$ cat src/rtl/pc_pkg.sv
// pc_pkg: shared types and defaults for the fetch program-counter generator.
package pc_pkg;
    localparam int DEFAULT_XLEN = 32;
    typedef enum logic [1:0] {BOOT, RUN, HALTED} pc_state_e;
    typedef enum logic [1:0] {NONE, BRANCH, TRAP} redirect_kind_e;
endpackage

$ cat src/rtl/pc_gen_if.sv
// pc_gen_if: fetch request handshake between the PC generator and instruction memory.
interface pc_gen_if #(parameter int XLEN = pc_pkg::DEFAULT_XLEN) ();
    logic [XLEN-1:0] pc_out;
    logic [XLEN-1:0] pc_plus_4;
    logic            pc_valid;
    logic            fetch_ready_in;
    modport master (output pc_out, output pc_plus_4, output pc_valid, input fetch_ready_in);
    modport slave (input pc_out, input pc_plus_4, input pc_valid, output fetch_ready_in);
endinterface

$ cat src/rtl/pc_redirect_buf.sv
// pc_redirect_buf: single-entry buffer for a redirect that arrives while a fetch request is held.
module pc_redirect_buf
    import pc_pkg::*;
#(
    parameter int XLEN = DEFAULT_XLEN
) (
    input  logic            clk,
    input  logic            rst_n,
    input  logic            i_capture,
    input  logic            i_consume,
    input  logic            i_trap,
    input  logic            i_branch,
    input  logic [XLEN-1:0] i_trap_target,
    input  logic [XLEN-1:0] i_branch_target,
    output redirect_kind_e  o_kind,
    output logic [XLEN-1:0] o_target
);
    redirect_kind_e  r_kind;
    logic [XLEN-1:0] r_target;

    // A trap always wins the slot; a branch may only replace another branch.
    always_ff @(posedge clk or negedge rst_n) begin
        if (!rst_n) begin
            r_kind   <= NONE;
            r_target <= '0;
        end else if (i_capture && i_trap) begin
            r_kind   <= TRAP;
            r_target <= i_trap_target;
        end else if (i_capture && i_branch && r_kind != TRAP) begin
            r_kind   <= BRANCH;
            r_target <= i_branch_target;
        end else if (i_consume) begin
            r_kind   <= NONE;
        end
    end

    assign o_kind   = r_kind;
    assign o_target = r_target;
endmodule

$ cat src/rtl/pc_gen.sv
// pc_gen: fetch PC register with trap/branch/sequential priority, request hold,
// buffered redirects, halt and misaligned-branch handling.
module pc_gen
    import pc_pkg::*;
#(
    parameter int              XLEN         = DEFAULT_XLEN,
    parameter logic [XLEN-1:0] RESET_VECTOR = '0,
    parameter int              PC_STEP      = 4
) (
    input  logic            clk,
    input  logic            rst_n,
    pc_gen_if.master        fetch,
    input  logic            stall_in,
    input  logic            branch_take_in,
    input  logic [XLEN-1:0] branch_target_in,
    input  logic            trap_take_in,
    input  logic [XLEN-1:0] trap_target_in,
    input  logic            halt_in,
    output logic            redirect_pending_out,
    output logic            misaligned_out
);
    localparam logic [XLEN-1:0] LOW_MASK = XLEN'(PC_STEP - 1);

    pc_state_e       r_state;
    pc_state_e       w_state_nxt;
    logic [XLEN-1:0] r_pc;
    logic [XLEN-1:0] w_pc_nxt;
    logic [XLEN-1:0] w_pc_plus;
    logic [XLEN-1:0] w_trap_tgt;
    logic [XLEN-1:0] w_br_tgt;
    logic [XLEN-1:0] w_pend_tgt;
    redirect_kind_e  w_pend_kind;
    logic            r_hold;
    logic            r_mis;
    logic            w_pc_valid;
    logic            w_fire;
    logic            w_upd;
    logic            w_halt_trap;
    logic            w_br_go;
    logic            w_br_mis;
    logic            w_mis_nxt;

    always_ff @(posedge clk or negedge rst_n) begin
        if (!rst_n) r_state <= BOOT;
        else        r_state <= w_state_nxt;
    end

    always_comb begin
        w_state_nxt = r_state;
        case (r_state)
            BOOT:    w_state_nxt = RUN;
            RUN:     w_state_nxt = (!trap_take_in && halt_in && (!w_pc_valid || w_fire)) ? HALTED : RUN;
            HALTED:  w_state_nxt = trap_take_in ? RUN : HALTED;
            default: w_state_nxt = BOOT;
        endcase
    end

    always_comb begin
        w_pc_valid = (r_state == RUN) && (!stall_in || r_hold);
    end

    assign w_fire      = w_pc_valid && fetch.fetch_ready_in;
    assign w_upd       = (r_state == RUN) && (w_fire || !w_pc_valid);
    assign w_halt_trap = (r_state == HALTED) && trap_take_in;
    assign w_pc_plus   = r_pc + XLEN'(PC_STEP);
    assign w_trap_tgt  = trap_target_in & ~LOW_MASK;
    assign w_br_go     = branch_take_in || (w_pend_kind == BRANCH);
    assign w_br_tgt    = branch_take_in ? branch_target_in : w_pend_tgt;
    assign w_br_mis    = |(w_br_tgt & LOW_MASK);

    // A misaligned branch is turned into a trap to the current trap vector.
    assign w_pc_nxt = (trap_take_in && (w_upd || w_halt_trap)) ? w_trap_tgt :
                      !w_upd                                    ? r_pc       :
                      (w_pend_kind == TRAP)                     ? w_pend_tgt :
                      w_br_go                                   ? (w_br_mis ? w_trap_tgt : w_br_tgt) :
                      w_fire                                    ? w_pc_plus  : r_pc;
    assign w_mis_nxt = w_upd && !trap_take_in && (w_pend_kind != TRAP) && w_br_go && w_br_mis;

    always_ff @(posedge clk or negedge rst_n) begin
        if (!rst_n) begin
            r_pc   <= RESET_VECTOR;
            r_hold <= 1'b0;
            r_mis  <= 1'b0;
        end else begin
            r_pc   <= w_pc_nxt;
            r_hold <= w_pc_valid && !fetch.fetch_ready_in;
            r_mis  <= w_mis_nxt;
        end
    end

    pc_redirect_buf #(.XLEN(XLEN)) u_buf (
        .clk             (clk),
        .rst_n           (rst_n),
        .i_capture       (r_hold && !fetch.fetch_ready_in),
        .i_consume       (w_upd || w_halt_trap),
        .i_trap          (trap_take_in),
        .i_branch        (branch_take_in),
        .i_trap_target   (w_trap_tgt),
        .i_branch_target (branch_target_in),
        .o_kind          (w_pend_kind),
        .o_target        (w_pend_tgt)
    );

    assign fetch.pc_out          = r_pc;
    assign fetch.pc_plus_4       = w_pc_plus;
    assign fetch.pc_valid        = w_pc_valid;
    assign redirect_pending_out  = (w_pend_kind != NONE);
    assign misaligned_out        = r_mis;
endmodule
$ cat src/flat_wrapper.sv
// flat-port wrapper written by rule: the top's interface ports become plain ports
module pc_gen_flat import pc_pkg::*;
#(
    parameter int              XLEN         = DEFAULT_XLEN,
    parameter logic [XLEN-1:0] RESET_VECTOR = '0,
    parameter int              PC_STEP      = 4
)
  (clk, rst_n, stall_in, branch_take_in, branch_target_in, trap_take_in, trap_target_in, halt_in, redirect_pending_out, misaligned_out, fetch_pc_out, fetch_pc_plus_4, fetch_pc_valid, fetch_fetch_ready_in);
  pc_gen_if #(.XLEN(XLEN)) fetch_i ();
  input  logic clk;
  input  logic rst_n;
  input  logic stall_in;
  input  logic branch_take_in;
  input  logic [XLEN-1:0] branch_target_in;
  input  logic trap_take_in;
  input  logic [XLEN-1:0] trap_target_in;
  input  logic halt_in;
  output logic redirect_pending_out;
  output logic misaligned_out;
  output wire logic [$bits(fetch_i.pc_out)-1:0] fetch_pc_out;
  output wire logic [$bits(fetch_i.pc_plus_4)-1:0] fetch_pc_plus_4;
  output wire logic [$bits(fetch_i.pc_valid)-1:0] fetch_pc_valid;
  input wire logic [$bits(fetch_i.fetch_ready_in)-1:0] fetch_fetch_ready_in;
  assign fetch_pc_out = fetch_i.pc_out;
  assign fetch_pc_plus_4 = fetch_i.pc_plus_4;
  assign fetch_pc_valid = fetch_i.pc_valid;
  assign fetch_i.fetch_ready_in = fetch_fetch_ready_in;
  pc_gen #(.XLEN(XLEN), .RESET_VECTOR(RESET_VECTOR), .PC_STEP(PC_STEP)) u_core (.clk(clk), .rst_n(rst_n), .fetch(fetch_i), .stall_in(stall_in), .branch_take_in(branch_take_in), .branch_target_in(branch_target_in), .trap_take_in(trap_take_in), .trap_target_in(trap_target_in), .halt_in(halt_in), .redirect_pending_out(redirect_pending_out), .misaligned_out(misaligned_out));
endmodule
$ cat config.mk
export PLATFORM = sky130hd
export DESIGN_NAME = pc_gen_flat
export DESIGN_NICKNAME = d
export VERILOG_FILES = /design/src/rtl/pc_pkg.sv /design/src/rtl/pc_gen_if.sv /design/src/rtl/pc_redirect_buf.sv /design/src/rtl/pc_gen.sv /design/src/flat_wrapper.sv
export SDC_FILE = /design/constraint.sdc
export NUM_CORES = 1
export LEC_CHECK = 0
export ABC_AREA = 0
export BUFFER_PORTS_ARGS = -buffer_cell sky130_fd_sc_hd__buf_2
export CORE_ASPECT_RATIO = 1.5
export CORE_MARGIN = 4
export CORE_UTILIZATION = 53
export DETAILED_ROUTE_END_ITERATION = 10
export GPL_TIMING_DRIVEN = 0
export PLACE_DENSITY_LB_ADDON = 0.25
export SETUP_SLACK_MARGIN = 0.2
export SYNTH_ARGS = -nofsm -noshare
export SYNTH_HDL_FRONTEND = slang
export SYNTH_SLANG_ARGS = --single-unit
$ cat constraint.sdc
create_clock -name clk -period 2.2 [get_ports clk]
set_input_delay 0 -clock clk [delete_from_list [all_inputs] [get_ports clk]]
set_output_delay 0 -clock clk [all_outputs]
set_load 0.03 [all_outputs]
==> flow_summary.ini, run 1 <==
[synthesis]
synth_area_leader_cell = dfrtp_1
syn_inst = 583
async_flop_share_pct = 100
synth-edff-count = 0
ys_warn_count = 0
ys_seq_elements = 70
synth_cell_types = 72
avgSynthCellArea_sq_um = 8.58
synth_fp_nets = 655
yosysSeqAreaShare_pct = 35.0
ys.flop_type = dfrtp_1
yosysTopAreaCellShare_pct = 35.0
synth_area_sq_um = 5000
yosys-top-cells-area = dfrtp_1 (35%), a222oi_1 (6.4%), nor2_1 (4.4%), a21oi_1 (3.5%), xnor2_1 (3.0%)

[outcome]
haltStage = 5_1_grt
error_line = [ERROR GRT-0232] Routing congestion too high. Check the congestion heatmap in the GUI.
status = aborted with a tool error

[cts]
htree_levels = 3
cts_made_buffers = 9
clock_path_buffers = 2
ctsRootBufferMaster = clkbuf_16
cts_sinks = 70

[global_routing]
grt_max_degree = 53
overflow = 2
grt.total_usage_pct = 65.8

[place]
io_buffers = 135
hpwl_um = 14300
gp_congestion = 0.995
pre_cts_ws_ns = -0.276

[floorplan]
fp.dieW_um = 87.3
initial_core_util_pct = 54.0
num_rows = 43
pin_count = 138
die_h_um = 127

[sta]
grt-worst-endpoint = fetch_pc_plus_4[31]
endpoint_type = output port
layer usage:
metal  GRT overflow  track usage, %
met5              0            1.91
met4              1            58.3
met3              0            49.7
met2              1            84.1
met1              0            67.9
Yosys cell counts, types with 11 or more instances:
cell type and count:
a211oi_1 11, o22ai_1 22, dfrtp_1 70, o21ai_0 24, nand3_1 18, xnor2_1 17
clkbuf_1 24, xor2_1 12, inv_1 37, a222oi_1 32, buf_2 16, nor3_1 20
a21oi_1 35, nand2_1 34, nor2_1 58, o31ai_1 12, mux2i_1 13
per-stage QoR:
stage	std cells	area [sq um]	hold WS [ns]
after floorplan	583	5140	-0.296
after global placement	830	5950	0.230
after detailed placement	831	5980	-0.0929
after CTS	956	7990	0.00793
repair_timing:
action                     4_1_cts
pin swaps                       52
hold endpoints to repair       119
resized for setup              164
buffers inserted                42
hold buffers                    64
cloned                           3
setup endpoints to repair       85
cells by family after synthesis:
logic type / after synthesis / synth area share (%)
flops: 70 / 35.0
simple gates: 180 / 19.2
buf+inv: 84 / 7.31
fa+ha+maj: 1 / 0.250
mux: 15 / 3.05
compound gates: 204 / 30.0
xor+xnor: 29 / 5.08
==> run 2: changes to the inputs <==
--- a/config.mk
+++ b/config.mk
@@ -7,13 +7,11 @@
 export LEC_CHECK = 0
 export ABC_AREA = 0
 export BUFFER_PORTS_ARGS = -buffer_cell sky130_fd_sc_hd__buf_2
-export CORE_ASPECT_RATIO = 1.5
 export CORE_MARGIN = 4
-export CORE_UTILIZATION = 53
+export CORE_UTILIZATION = 40
 export DETAILED_ROUTE_END_ITERATION = 10
 export GPL_TIMING_DRIVEN = 0
-export PLACE_DENSITY_LB_ADDON = 0.25
-export SETUP_SLACK_MARGIN = 0.2
+export PLACE_DENSITY_LB_ADDON = 0.15
 export SYNTH_ARGS = -nofsm -noshare
 export SYNTH_HDL_FRONTEND = slang
 export SYNTH_SLANG_ARGS = --single-unit
==> flow_summary.ini, run 2 <==
[outcome]
status = finished with violations
violations = setup timing

[setup_path]
slowest_stage = dfrtp_2
critPathArrivalTime_ns = 2.28
reg2regPathDepth = 8
r2r_end = u_core.fetch.pc_out[28]
crit_top_cell = buf_4
crit_path_start_kind = flip-flop
worstPathRequired_ns = 2.20
crit_path_max_incr_delay_ns = 0.38
critical_path_class = flip-flop to output port
worst_setup_path_end_kind = output port
worstPathCellList = buf_6 -> nand4_1 -> nor4_2 -> buf_4 -> nand4_4 -> nor2_4 -> xor2_1 -> buf_4
regToRegSetupSlack_ns = 0.06
reg2reg_from = u_core.u_buf.o_kind[0]
worst-path-max-fanout = 4

[place]
pre_cts_ws_ns = -0.292
placed_cell_area_sq_um = 5950
gp_congestion = 0.950
hpwl_um = 14900
io_buffers = 135

[synthesis]
synthMuxAreaShare_pct = 3.05
avgSynthCellArea_sq_um = 8.58
ys_top_cells_by_count = dfrtp_1 (70), nor2_1 (58), inv_1 (37)
yosys.area_share.adder_pct = 0.250
yosys-top-cells-area = dfrtp_1 (35%), a222oi_1 (6.4%), nor2_1 (4.4%), a21oi_1 (3.5%), xnor2_1 (3.0%)
yosysSeqAreaShare_pct = 35.0
ys.flop_type = dfrtp_1
synth-edff-count = 0
synth_cell_types = 72
synth_xor_area_share_pct = 5.08
synth_area_leader_cell = dfrtp_1
synth_area_sq_um = 5000
synth_fp_nets = 655
ys_seq_elements = 70
synth_top_family_by_area = compound AO/OA/AOI/OAI gates
synth_compound_area_share_pct = 30.0
yosysTopAreaCellShare_pct = 35.0
ys_warn_count = 0
yosysMostFrequentCell = dfrtp_1
async_flop_share_pct = 100
synth-simple-area-share_pct = 19.2
syn_inst = 583

[power]
p_leak_nw = 3.40
peakVddDrop_mv = 0.735
p_per_area_nw_per_um2 = 1100

[cts]
cts_sinks = 70
clk_pin_slew_worst_paths_ns = 0.06
clkLatencyLatePin_ns = 0.34
cts_tree = yes
cts_made_buffers = 9
htree_levels = 3
ctsRootBufferMaster = clkbuf_16
clock_path_buffers = 2

[floorplan]
coreArea_sq_um = 12100
die_h_um = 120
fp.dieW_um = 120
num_rows = 40
pin_count = 138
initial_core_util_pct = 41.3
die_area_sq_um = 14400

[sta]
worst_slack_ns = -0.0783
skew_ns = 0.00705
slew_violations = 0
finalHoldViolations = 0
finalSetupViolations = 7
rsz0062_at_grt = true
period_share_pct = 104
finalSetupTns_ns = -0.244
max_clock_freq_ghz = 0.439
slew_headroom_pct = 48.5
fin_worst_hold_slack_ns = 0.0127
tightest_slew_ns = 0.770
fin_crit_ns = 2.28

[global_routing]
grt_max_degree = 38
antenna_found_initial = 0
overflow = 0
grt.total_usage_pct = 29.6
grt_first_pass_wirelength_um = 32800
grt_pass1_vias = 5952

[finish]
filler_cell_count = 1052
drive_above_1_share_pct = 34.1
antenna_cells = 0
layout_common_cells = buf_2 (126), dlygate4sd3_1 (64), nor2_1 (56), dfrtp_1 (55), buf_4 (39)
final_common_cell = buf_2
nNetsFinal = 895
design_area_sq_um = 7520
syn_to_final_growth_pct = 50.3

[route]
drt_iter0_markers = 873
drt_wl_total_um = 22200
vias_per_cell = 6.25
ant_nets = 0
first_pass_iters = 8
wire_per_inst_um = 22.3
routed-via-count = 6209
drc = 0

[min_path]
min_path_type = input port to flip-flop
hold_path_depth = 3
hold_end = u_core.r_state[0]
hp-start = trap_take_in

[job]
cap_violations = 0
[run 2: cell counts after synthesis]
No cell type changed its count.
[run 2: worst max-delay path, delay by kind of cell, from the launching register on]
family,cells,cell delay (ns)
xor+xnor,1,0.17
buf+inv,3,0.48
flops,1,0.38
simple gates,4,0.90
[run 2: routing by layer]
| metal | GRT usage [%] | vias up | wire [um] |
|---|---|---|---|
| met2 | 45.9 | 476 | 9860 |
| met1 | 38.4 | 2940 | 8710 |
| li1 | - | 2702 | - |
| met5 | 0 | - | 0 |
| met3 | 5.51 | 91 | 2460 |
| met4 | 18.0 | 0 | 1170 |
[run 2: what timing repair did]
action | 4_1_cts | 5_1_grt
setup endpoints to repair | 71 | 67
resized for setup | 35 | 87
gates cloned | 0 | 1
hold endpoints to repair | 78 | 0
pin swaps | 4 | 17
hold buffers | 64 | 0
setup buffers | 13 | 18
[run 2: cells by family after synthesis]
group | after synthesis
compound gates | 204
xor+xnor | 29
fa+ha+maj | 1
buf+inv | 84
flops | 70
mux | 15
simple gates | 180
[run 2: worst max path at each step]
stage,startpoint,endpoint,slack (ns),depth (start not counted)
after detailed placement,u_core.u_buf.o_kind[1],u_core.fetch.pc_out[30],-0.29,8
after floorplan,u_core.fetch.pc_out[2],u_core.fetch.pc_out[22],0.08,7
final,u_core.fetch.pc_out[2],fetch_pc_plus_4[31],-0.08,8
after CTS,u_core.fetch.pc_out[2],fetch_pc_plus_4[31],-0.03,8
after global routing,u_core.fetch.pc_out[3],fetch_pc_plus_4[23],-0.19,8
after global placement,u_core.u_buf.o_kind[1],u_core.fetch.pc_out[30],-0.20,8
[run 2: per-stage QoR]
step / total power, mW / utilization, % / std cells
detailed placement: 6.12 / 49.1 / 887
finish: 8.26 / 62.1 / 994
global route: 8.61 / 62.1 / 994
global placement: 6.06 / 48.9 / 886
floorplan: 4.87 / - / 583
CTS: 7.80 / 58.3 / 976
[run 2: power by group]
part | internal (mW) | switching, mW | total [mW]
combinational | 1.75 | 2.77 | 4.52
clock | 0.779 | 0.561 | 1.34
sequential | 1.74 | 0.663 | 2.40
[run 2: final cells by class]
cell class | count | area, sq um | area share [%]
plain buffers | 44 | 267 | 3.55
inverters | 37 | 139 | 1.85
repair buffers | 232 | 1710 | 22.7
well taps | 168 | 210 | 2.80
clock buffers | 12 | 246 | 3.28
multi-input cells | 429 | 3170 | 42.1
flip-flops and latches | 70 | 1770 | 23.6
clock inverters | 2 | 10.0 | 0.133
Note: power is estimated with default switching activity, not from simulation.
